**config.mk**
```make
export PLATFORM = sky130hd
export DESIGN_NAME = ifu_fetch_flat
export DESIGN_NICKNAME = d
export VERILOG_FILES = /design/src/rtl/ifu_fetch_if.sv /design/src/rtl/ifu_fetch.sv /design/src/flat_wrapper.sv
export SDC_FILE = /design/constraint.sdc
export NUM_CORES = 1
export LEC_CHECK = 0
export BUFFER_PORTS_ARGS = -buffer_cell sky130_fd_sc_hd__buf_2
export CAP_MARGIN = 15
export CELL_PAD_IN_SITES_DETAIL_PLACEMENT = 1
export CELL_PAD_IN_SITES_GLOBAL_PLACEMENT = 2
export CORE_MARGIN = 2
export CORE_UTILIZATION = 27
export DETAILED_ROUTE_END_ITERATION = 7
export PLACE_DENSITY_LB_ADDON = 0.1
export SYNTH_ARGS = -nofsm -noshare
export SYNTH_HDL_FRONTEND = slang
export SYNTH_SLANG_ARGS = --single-unit
```
**constraint.sdc**
```tcl
create_clock -name clk -period 1.8 [get_ports clk]
set_input_delay 0 -clock clk [delete_from_list [all_inputs] [get_ports clk]]
set_output_delay 0 -clock clk [all_outputs]
set_load 0.01 [all_outputs]
```
**src/rtl/ifu_fetch_if.sv**
```systemverilog
`default_nettype none
//------------------------------------------------------------------------------
// Module      : ifu_fetch_if
// Description : Bundle for the fetch unit: instruction-memory read channel
//               plus the decode-side instruction handshake and next-PC input.
//               master = fetch unit view, slave = memory/decode view.
// Revision    : 1.0 - initial release
//------------------------------------------------------------------------------
interface ifu_fetch_if #(
  parameter int ADDR_W = 32
);
  // Instruction memory read channel
  logic [ADDR_W-1:0] araddr;
  logic              arvalid;
  logic              arready;
  logic [31:0]       rdata;
  logic [1:0]        rresp;
  logic              rvalid;
  logic              rready;
  // Decode / retire side
  logic [ADDR_W-1:0] pc;
  logic [31:0]       inst;
  logic              inst_fault;
  logic              inst_valid;
  logic              inst_ready;
  logic [ADDR_W-1:0] npc;
  logic              npc_valid;

  modport master (
    output araddr, arvalid, rready, pc, inst, inst_fault, inst_valid,
    input  arready, rdata, rresp, rvalid, inst_ready, npc, npc_valid
  );

  modport slave (
    input  araddr, arvalid, rready, pc, inst, inst_fault, inst_valid,
    output arready, rdata, rresp, rvalid, inst_ready, npc, npc_valid
  );
endinterface
`default_nettype wire

```
**src/rtl/ifu_fetch.sv**
```systemverilog
`default_nettype none
//------------------------------------------------------------------------------
// Module      : ifu_fetch
// Description : Multi-cycle instruction fetch unit. Holds the architectural
//               PC, issues one read per instruction, hands the word to decode
//               and waits for the next PC once the instruction has retired.
// Revision    : 1.0 - initial release
//------------------------------------------------------------------------------
module ifu_fetch #(
  parameter int                ADDR_W   = 32,
  parameter logic [ADDR_W-1:0] RESET_PC = 32'h80000000
) (
  input  logic        clk,
  input  logic        rst,   // asynchronous, active-low
  ifu_fetch_if.master bus
);

  typedef enum logic [2:0] {
    S_IDLE   = 3'd0,
    S_ADDR   = 3'd1,
    S_DATA   = 3'd2,
    S_OUT    = 3'd3,
    S_WAITPC = 3'd4
  } state_t;

  state_t            r_state;
  state_t            w_next_state;
  logic [ADDR_W-1:0] r_pc;
  logic [31:0]       r_inst;
  logic              r_fault;
  logic              w_take_resp;
  logic              w_take_npc;

  // State register; reset forces all handshake outputs low immediately
  always_ff @(posedge clk or negedge rst) begin
    if (!rst) r_state <= S_IDLE;
    else      r_state <= w_next_state;
  end

  // Next-state logic; responses and next PCs are only honoured in their own state
  always_comb begin
    w_next_state = r_state;
    w_take_resp  = 1'b0;
    w_take_npc   = 1'b0;
    case (r_state)
      S_IDLE:   w_next_state = S_ADDR;
      S_ADDR:   if (bus.arready) w_next_state = S_DATA;
      S_DATA: begin
        if (bus.rvalid) begin
          w_take_resp  = 1'b1;
          w_next_state = S_OUT;
        end
      end
      S_OUT:    if (bus.inst_ready) w_next_state = S_WAITPC;
      S_WAITPC: begin
        if (bus.npc_valid) begin
          w_take_npc   = 1'b1;
          w_next_state = S_ADDR;
        end
      end
      default:  w_next_state = S_IDLE;
    endcase
  end

  // PC and fetched-instruction registers
  always_ff @(posedge clk or negedge rst) begin
    if (!rst) begin
      r_pc    <= RESET_PC;
      r_inst  <= 32'h0;
      r_fault <= 1'b0;
    end else begin
      if (w_take_npc) r_pc <= bus.npc;
      if (w_take_resp) begin
        r_inst  <= bus.rdata;
        r_fault <= (bus.rresp != 2'b00);
      end
    end
  end

  // Handshake outputs are pure state decodes so they glitch-free track reset
  assign bus.arvalid    = (r_state == S_ADDR);
  assign bus.rready     = (r_state == S_DATA);
  assign bus.inst_valid = (r_state == S_OUT);
  assign bus.araddr     = r_pc;
  assign bus.pc         = r_pc;
  assign bus.inst       = r_inst;
  assign bus.inst_fault = r_fault;

endmodule
`default_nettype wire
```
**src/flat_wrapper.sv**
```systemverilog
// flat-port wrapper written by rule: the top's interface ports become plain ports
module ifu_fetch_flat 
#(
  parameter int                ADDR_W   = 32,
  parameter logic [ADDR_W-1:0] RESET_PC = 32'h80000000
)
  (clk, rst, bus_araddr, bus_arvalid, bus_rready, bus_pc, bus_inst, bus_inst_fault, bus_inst_valid, bus_arready, bus_rdata, bus_rresp, bus_rvalid, bus_inst_ready, bus_npc, bus_npc_valid);
  ifu_fetch_if #(.ADDR_W(ADDR_W)) bus_i ();
  input  logic clk;
  input  logic rst;
  output wire logic [$bits(bus_i.araddr)-1:0] bus_araddr;
  output wire logic [$bits(bus_i.arvalid)-1:0] bus_arvalid;
  output wire logic [$bits(bus_i.rready)-1:0] bus_rready;
  output wire logic [$bits(bus_i.pc)-1:0] bus_pc;
  output wire logic [$bits(bus_i.inst)-1:0] bus_inst;
  output wire logic [$bits(bus_i.inst_fault)-1:0] bus_inst_fault;
  output wire logic [$bits(bus_i.inst_valid)-1:0] bus_inst_valid;
  input wire logic [$bits(bus_i.arready)-1:0] bus_arready;
  input wire logic [$bits(bus_i.rdata)-1:0] bus_rdata;
  input wire logic [$bits(bus_i.rresp)-1:0] bus_rresp;
  input wire logic [$bits(bus_i.rvalid)-1:0] bus_rvalid;
  input wire logic [$bits(bus_i.inst_ready)-1:0] bus_inst_ready;
  input wire logic [$bits(bus_i.npc)-1:0] bus_npc;
  input wire logic [$bits(bus_i.npc_valid)-1:0] bus_npc_valid;
  assign bus_araddr = bus_i.araddr;
  assign bus_arvalid = bus_i.arvalid;
  assign bus_rready = bus_i.rready;
  assign bus_pc = bus_i.pc;
  assign bus_inst = bus_i.inst;
  assign bus_inst_fault = bus_i.inst_fault;
  assign bus_inst_valid = bus_i.inst_valid;
  assign bus_i.arready = bus_arready;
  assign bus_i.rdata = bus_rdata;
  assign bus_i.rresp = bus_rresp;
  assign bus_i.rvalid = bus_rvalid;
  assign bus_i.inst_ready = bus_inst_ready;
  assign bus_i.npc = bus_npc;
  assign bus_i.npc_valid = bus_npc_valid;
  ifu_fetch #(.ADDR_W(ADDR_W), .RESET_PC(RESET_PC)) u_core (.clk(clk), .rst(rst), .bus(bus_i));
endmodule
```
==> results.json, run 1 <==
{
  "hold_viol": 0,
  "initial_core_util": 0.2751,
  "overflow": 0,
  "synth.cell_area_sq_um": 2969,
  "crit_required_ns": 2.02,
  "ctsResizeCount": 0,
  "coreArea_sq_um": 10790,
  "utilization": 0.4292,
  "placement_rows": 38,
  "viasPerCell": 4.143,
  "synth.distinct_cells": 23,
  "dieWidth_microns": 108.9,
  "wl_microns": 7750,
  "maxCapViolCount": 0,
  "ys_seq_area_frac": 0.5735,
  "grt_pass1_vias": 2401,
  "hold_depth": 3,
  "outcome": "finished clean",
  "setup_viol": 0,
  "internal-power_mw": 4.649,
  "finish.net_count": 482,
  "cts-root-buf": "clkbuf_8",
  "clkPwrFrac": 0.153,
  "synth_nets": 265,
  "switching_share": 0.3523,
  "detail-route-antenna-nets": 0,
  "diodes": 0,
  "switchingPower_mw": 2.528,
  "ff2ff_path_depth": 3,
  "comb_power_share": 0.459,
  "maxSlewViolCount": 0,
  "io_pins": 172,
  "fin_ws_ns": 0.2592,
  "gp_congestion": 0.7174,
  "skew_ns": 0.01120,
  "synthToLayoutAreaGrowth_pct": 56.00,
  "dieArea_sq_um": 11850,
  "place_ws_ns": 0.2518,
  "post-synth-top-area-fraction": 0.5647,
  "p_seq_frac": 0.388,
  "fin_setup_tns_ns": 0,
  "fillers": 1173,
  "die_y_microns": 108.9,
  "grt_max_degree": 69,
  "worst_pin_slew_ns": 0.3634,
  "syn_inst": 193,
  "max_stage_delay_ns": 0.43,
  "cp_max_fo": 9,
  "max_slew_margin": 0.7577,
  "ys_warn_count": 0,
  "routed-via-count": 2295,
  "antenna_found_initial": 0,
  "synth_area_leaders": "dfrtp_1 56%, mux2_4 14%, mux2_2 13%, buf_4 8.8%, buf_6 1.5%",
  "end_kind": "flop",
  "io_buffers": 171,
  "fin_total_pwr_mw": 7.178,
  "cp_cell_sequence": "and4bb_2 -> buf_4 -> mux2_4",
  "postCtsHoldBufs": 68,
  "grt_pass1_wl_microns": 11820,
  "first_iter_violations": 30,
  "clock-sinks": 68,
  "cp_slowest_cell": "dfrtp_1",
  "cts_buffers": 9,
  "power.leakage_nw": 2.400,
  "clock_tree.buffer_depth": 2,
  "ir_worst_vdd_mv": 0.5496,
  "final_common_cell": "buf_2",
  "ys_seq_elements": 68,
  "max_freq_mhz": 649.0,
  "avgSynthCellArea_sq_um": 15.38,
  "post-route-drc-count": 0,
  "wl_per_cell_microns": 13.99,
  "seqCellArea_sq_um": 1703,
  "period_minus_slack_ns": 1.541,
  "grt_use_total": 0.1308,
  "fin_crit_sh": 0.8560,
  "criticalPathCategory": "flop to flop",
  "htreeDepth": 3,
  "firstDrtPassIters": 4,
  "clkLatencyLatePin_ns": 0.33,
  "yosysTopAreaCell": "dfrtp_1",
  "drive_gt1_frac": 0.6208,
  "multi_input_area_sq_um": 955.9,
  "p_per_area_nw_per_um2": 1550,
  "arrival_ns": 1.76,
  "dp_hpwl_microns": 5004,
  "clk_pin_slew_worst_paths_ns": 0.08,
  "rsz0062_at_grt": "false",
  "start_kind": "flop",
  "hp-class": "input port to flop",
  "post-cts-setup-buffers": 0,
  "cts_tree": "built",
  "final_cell_mix": "171 x buf_2, 68 x dlygate4sd3_1, 67 x dfrtp_1, 34 x mux2_2, 28 x mux2_4"
}
Yosys cell counts, drive strengths merged:
| master | n |
|---|---|
| a21o | 1 |
| nand2 | 2 |
| mux2 | 64 |
| buf | 40 |
| o21ai | 1 |
| nor3 | 2 |
| nor2b | 2 |
| a2bb2oi | 1 |
| a211o | 1 |
| inv | 1 |
| a22oi | 1 |
| dfstp | 1 |
| nor4b | 1 |
| nor2 | 5 |
| dfrtp | 67 |
| nand2b | 1 |
| a21oi | 1 |
| and4bb | 1 |
worst paths after layout:
kind | startpoint | endpoint | slack [ns]
setup reg to reg | u_core.r_state[2]$_DFFE_PN0P_ | u_core.bus.inst[0]$_DFFE_PN0P_ | 0.26
max in group asynchronous | rst | u_core.bus.araddr[31]$_DFFE_PN1P_ | 1.26
hold reg to reg | u_core.bus.inst[1]$_DFFE_PN0P_ | u_core.bus.inst[1]$_DFFE_PN0P_ | 0.51
hold / removal | bus_npc_valid | u_core.r_state[2]$_DFFE_PN0P_ | 0.03
setup / recovery | u_core.r_state[2]$_DFFE_PN0P_ | u_core.bus.inst[0]$_DFFE_PN0P_ | 0.26
min in group asynchronous | rst | u_core.bus.araddr[4]$_DFFE_PN0P_ | 0.22
stage by stage:
stage	area (sq um)	cells	hold slack, ns
2_1_floorplan	2969	193	-0.2956
3_3_place_gp	3784	471	0.05929
3_5_place_dp	3784	471	0.06116
4_1_cts	4632	554	0.006630
5_1_grt	4632	554	0.01324
6_report	4632	554	0.02512
registers in the layout, summed over array words and instances (netlist names):
register	cells
u_core.r_state	3
u_core.bus.inst_fault	1
u_core.bus.araddr	32
u_core.bus.inst	32
area by class of cell:
cell class              instances  area share
repair buffers                246      0.3512
multi-input cells              84      0.2064
clock inverters                 4    0.005673
well taps                     140     0.03782
clock buffers                  11     0.03052
flip-flops and latches         68      0.3676
inverters                       1   0.0008104
per-layer routing:
layer	share of wire	track usage	vias up
li1	-	-	1062
met1	0.39	0.1426	1126
met2	0.53	0.2382	99
met3	0.073	0.04423	8
met4	0.0093	0.03938	0
met5	0	0	-
worst max-delay path, delay by kind of cell (launching register included):
kind,cells,cell delay [ns]
flip-flops,1,0.43
AND/OR/NAND/NOR,1,0.43
multiplexers,1,0.32
buffers and inverters,1,0.24
power by group through the flow:
stage          registers (mW)  clock network, mW  logic (mW)
5_1_grt                  2.91               1.23        3.57
6_report                 2.78               1.10        3.29
3_3_place_gp             2.80                  0        3.18
2_1_floorplan            3.12                  0        1.89
4_1_cts                  2.79               1.17        3.32
3_5_place_dp             2.79                  0        3.21
kinds of logic (layout without fill, tap and decap cells):
| group | Yosys count | in the layout | share of synthesized area |
|---|---|---|---|
| DFF | 68 | 68 | 0.5735 |
| muxes | 64 | 64 | 0.2781 |
| buffers and inverters | 41 | 262 | 0.1066 |
| and+or+nand+nor | 14 | 14 | 0.02739 |
| AOI/OAI and AO/OA | 6 | 6 | 0.01433 |
(Power assumes the default switching activity.)
==> inputs of run 2 (changes only) <==
--- a/config.mk
+++ b/config.mk
@@ -13,6 +13,7 @@
 export CORE_UTILIZATION = 27
 export DETAILED_ROUTE_END_ITERATION = 7
 export PLACE_DENSITY_LB_ADDON = 0.1
+export SETUP_SLACK_MARGIN = 0.4
 export SYNTH_ARGS = -nofsm -noshare
 export SYNTH_HDL_FRONTEND = slang
 export SYNTH_SLANG_ARGS = --single-unit
==> run 2 against run 1 <==
  * Core utilization grew 3.5 points
  * Worst setup slack better by 0.041 ns
  * Non-clock buffer count is 16 higher
  * Die area unchanged
  * Critical path depth up 1
  * Routed wire length is 12% higher
  * Global-route usage up 0.94 points
  * Design area increased by 8.1%
  * Maximum frequency increased by 2.7%
  * Count of clock-buffer cells in the layout fell by 1
  * Sequential power barely moved
  * Register-to-register slack gained 0.04 ns
  * Critical endpoint is now u_core.bus.inst[27]$_DFFE_PN0P_
==> results.json, run 2 (synthesis results as in run 1) <==
{
  "outcome": "finished clean",
  "worst_pin_slew_ns": 0.3868,
  "power.leakage_nw": 2.579,
  "critPathTopFamily": "flip-flops",
  "finish.net_count": 498,
  "clock_tree.buffer_depth": 2,
  "setup_viol": 0,
  "r2r_setup_slack_ns": 0.30,
  "cts-root-buf": "clkbuf_8",
  "placed_cells_incl_taps": 468,
  "diodes": 0,
  "hp-class": "input port to flop",
  "wl_per_cell_microns": 15.20,
  "end_kind": "flop",
  "finalHoldWorstSlack_ns": 0.1345,
  "critPathBufInv": 2,
  "drive_gt1_frac": 0.6473,
  "overflow": 0,
  "fillers": 1153,
  "criticalPathCategory": "flop to flop",
  "gp_congestion": 0.7814,
  "r2r-end": "u_core.bus.inst[27]$_DFFE_PN0P_",
  "max_freq_mhz": 666.6,
  "maxCapViolCount": 0,
  "multi_input_area_sq_um": 1040,
  "crit_cells": 4,
  "start_kind": "flop",
  "synthToLayoutAreaGrowth_pct": 68.69,
  "routed-via-count": 2379,
  "viasPerCell": 4.166,
  "cts_buffers": 9,
  "dieWidth_microns": 108.9,
  "hold_viol": 0,
  "final_common_cell": "buf_2",
  "fin_total_pwr_mw": 7.806,
  "ff2ff_path_depth": 4,
  "grt_max_degree": 69,
  "placedInstanceArea_sq_um": 3762,
  "crit_required_ns": 2.02,
  "firstDrtPassIters": 4,
  "place_ws_ns": 0.2295,
  "die_y_microns": 108.9,
  "htreeDepth": 3,
  "placement_rows": 38,
  "final_cell_mix": "171 x buf_2, 69 x dlygate4sd3_1, 65 x dfrtp_1, 48 x mux2_4, 15 x mux2_2",
  "crit_path_start": "u_core.r_state[0]$_DFFE_PN0P_",
  "clk_pin_slew_worst_paths_ns": 0.08,
  "ir_worst_vdd_mv": 0.6003,
  "wl_microns": 8679,
  "fin_crit_sh": 0.8334,
  "p_per_area_nw_per_um2": 1559,
  "endpoint": "u_core.bus.inst[27]$_DFFE_PN0P_",
  "maxSlewViolCount": 0,
  "skew_ns": 0.007295,
  "rsz0062_at_grt": "true",
  "cts_tree": "built",
  "clkLatencyLatePin_ns": 0.34,
  "period_minus_slack_ns": 1.500,
  "dieArea_sq_um": 11850,
  "grt_use_total": 0.1401,
  "initial_core_util": 0.2751,
  "detail-route-antenna-nets": 0,
  "antenna_found_initial": 0,
  "grt_pass1_vias": 2560,
  "fin_setup_tns_ns": 0,
  "arrival_ns": 1.72,
  "fin_area_sq_um": 5009,
  "cp_cell_sequence": "and4bb_4 -> buf_12 -> buf_16 -> mux2_4",
  "io_pins": 172,
  "io_buffers": 171,
  "max_stage_delay_ns": 0.41,
  "coreArea_sq_um": 10790,
  "post-route-drc-count": 0,
  "seqCellArea_sq_um": 1705,
  "grt_pass1_wl_microns": 12450,
  "cp_max_fo": 7,
  "cp_slowest_cell": "dfrtp_2",
  "first_iter_violations": 38,
  "utilization": 0.4641,
  "dp_hpwl_microns": 5063,
  "fin_ws_ns": 0.2999,
  "max_slew_margin": 0.7422,
  "worstReg2RegStart": "u_core.r_state[0]$_DFFE_PN0P_",
  "instances_no_fill": 571,
  "clock-sinks": 68
}
-- run 2: final cells by class --
| class | instances | share of cell area |
|---|---|---|
| repair buffers | 262 | 0.3760 |
| flip-flops and latches | 68 | 0.3405 |
| multi-input cells | 84 | 0.2076 |
| well taps | 140 | 0.03497 |
| clock buffers | 10 | 0.02748 |
| clock inverters | 6 | 0.01274 |
| inverters | 1 | 0.0007494 |
-- run 2: routing by layer --
layer / part of all wire / routed length (microns) / track usage / vias to the layer above
met5: 0 / 0 / 0 / -
met4: 0.020 / 175 / 0.06868 / 0
met3: 0.072 / 628 / 0.04065 / 16
met2: 0.51 / 4417 / 0.2436 / 113
met1: 0.40 / 3458 / 0.1562 / 1151
li1: - / - / - / 1099
-- run 2: worst min-delay path by stage --
stage / start / to / slack [ns] / cells after the start
floorplan: rst / u_core.bus.araddr[0]$_DFFE_PN0P_ / -0.30 / 0
global placement: rst / u_core.bus.araddr[10]$_DFFE_PN0P_ / 0.06 / 2
detailed placement: rst / u_core.bus.araddr[10]$_DFFE_PN0P_ / 0.06 / 2
CTS: bus_rvalid / u_core.r_state[0]$_DFFE_PN0P_ / 0.1 / 4
global route: bus_arready / u_core.r_state[1]$_DFFE_PN0P_ / 0.16 / 4
finish: bus_arready / u_core.r_state[1]$_DFFE_PN0P_ / 0.13 / 4
-- run 2: repair_timing --
action                                 in CTS  in global routing
resized for setup                           8                 26
cloned                                      3                  2
buffers inserted                            5                  8
hold buffers                               69                  0
endpoints found under the hold margin     135                  0
setup endpoints to repair                  63                 66
pin swaps                                   1                  1
-- run 2: worst register-to-register path, cell delays in order, from the launching register on --
cell      delay (ns)
dfrtp_2         0.41
and4bb_4        0.41
buf_12          0.14
buf_16          0.13
mux2_4          0.30
-- run 2: where the power goes --
group	switching [mW]	total (mW)	internal (mW)
logic	1.56	3.72	2.16
clock network	0.603	1.28	0.675
registers	0.506	2.81	2.30
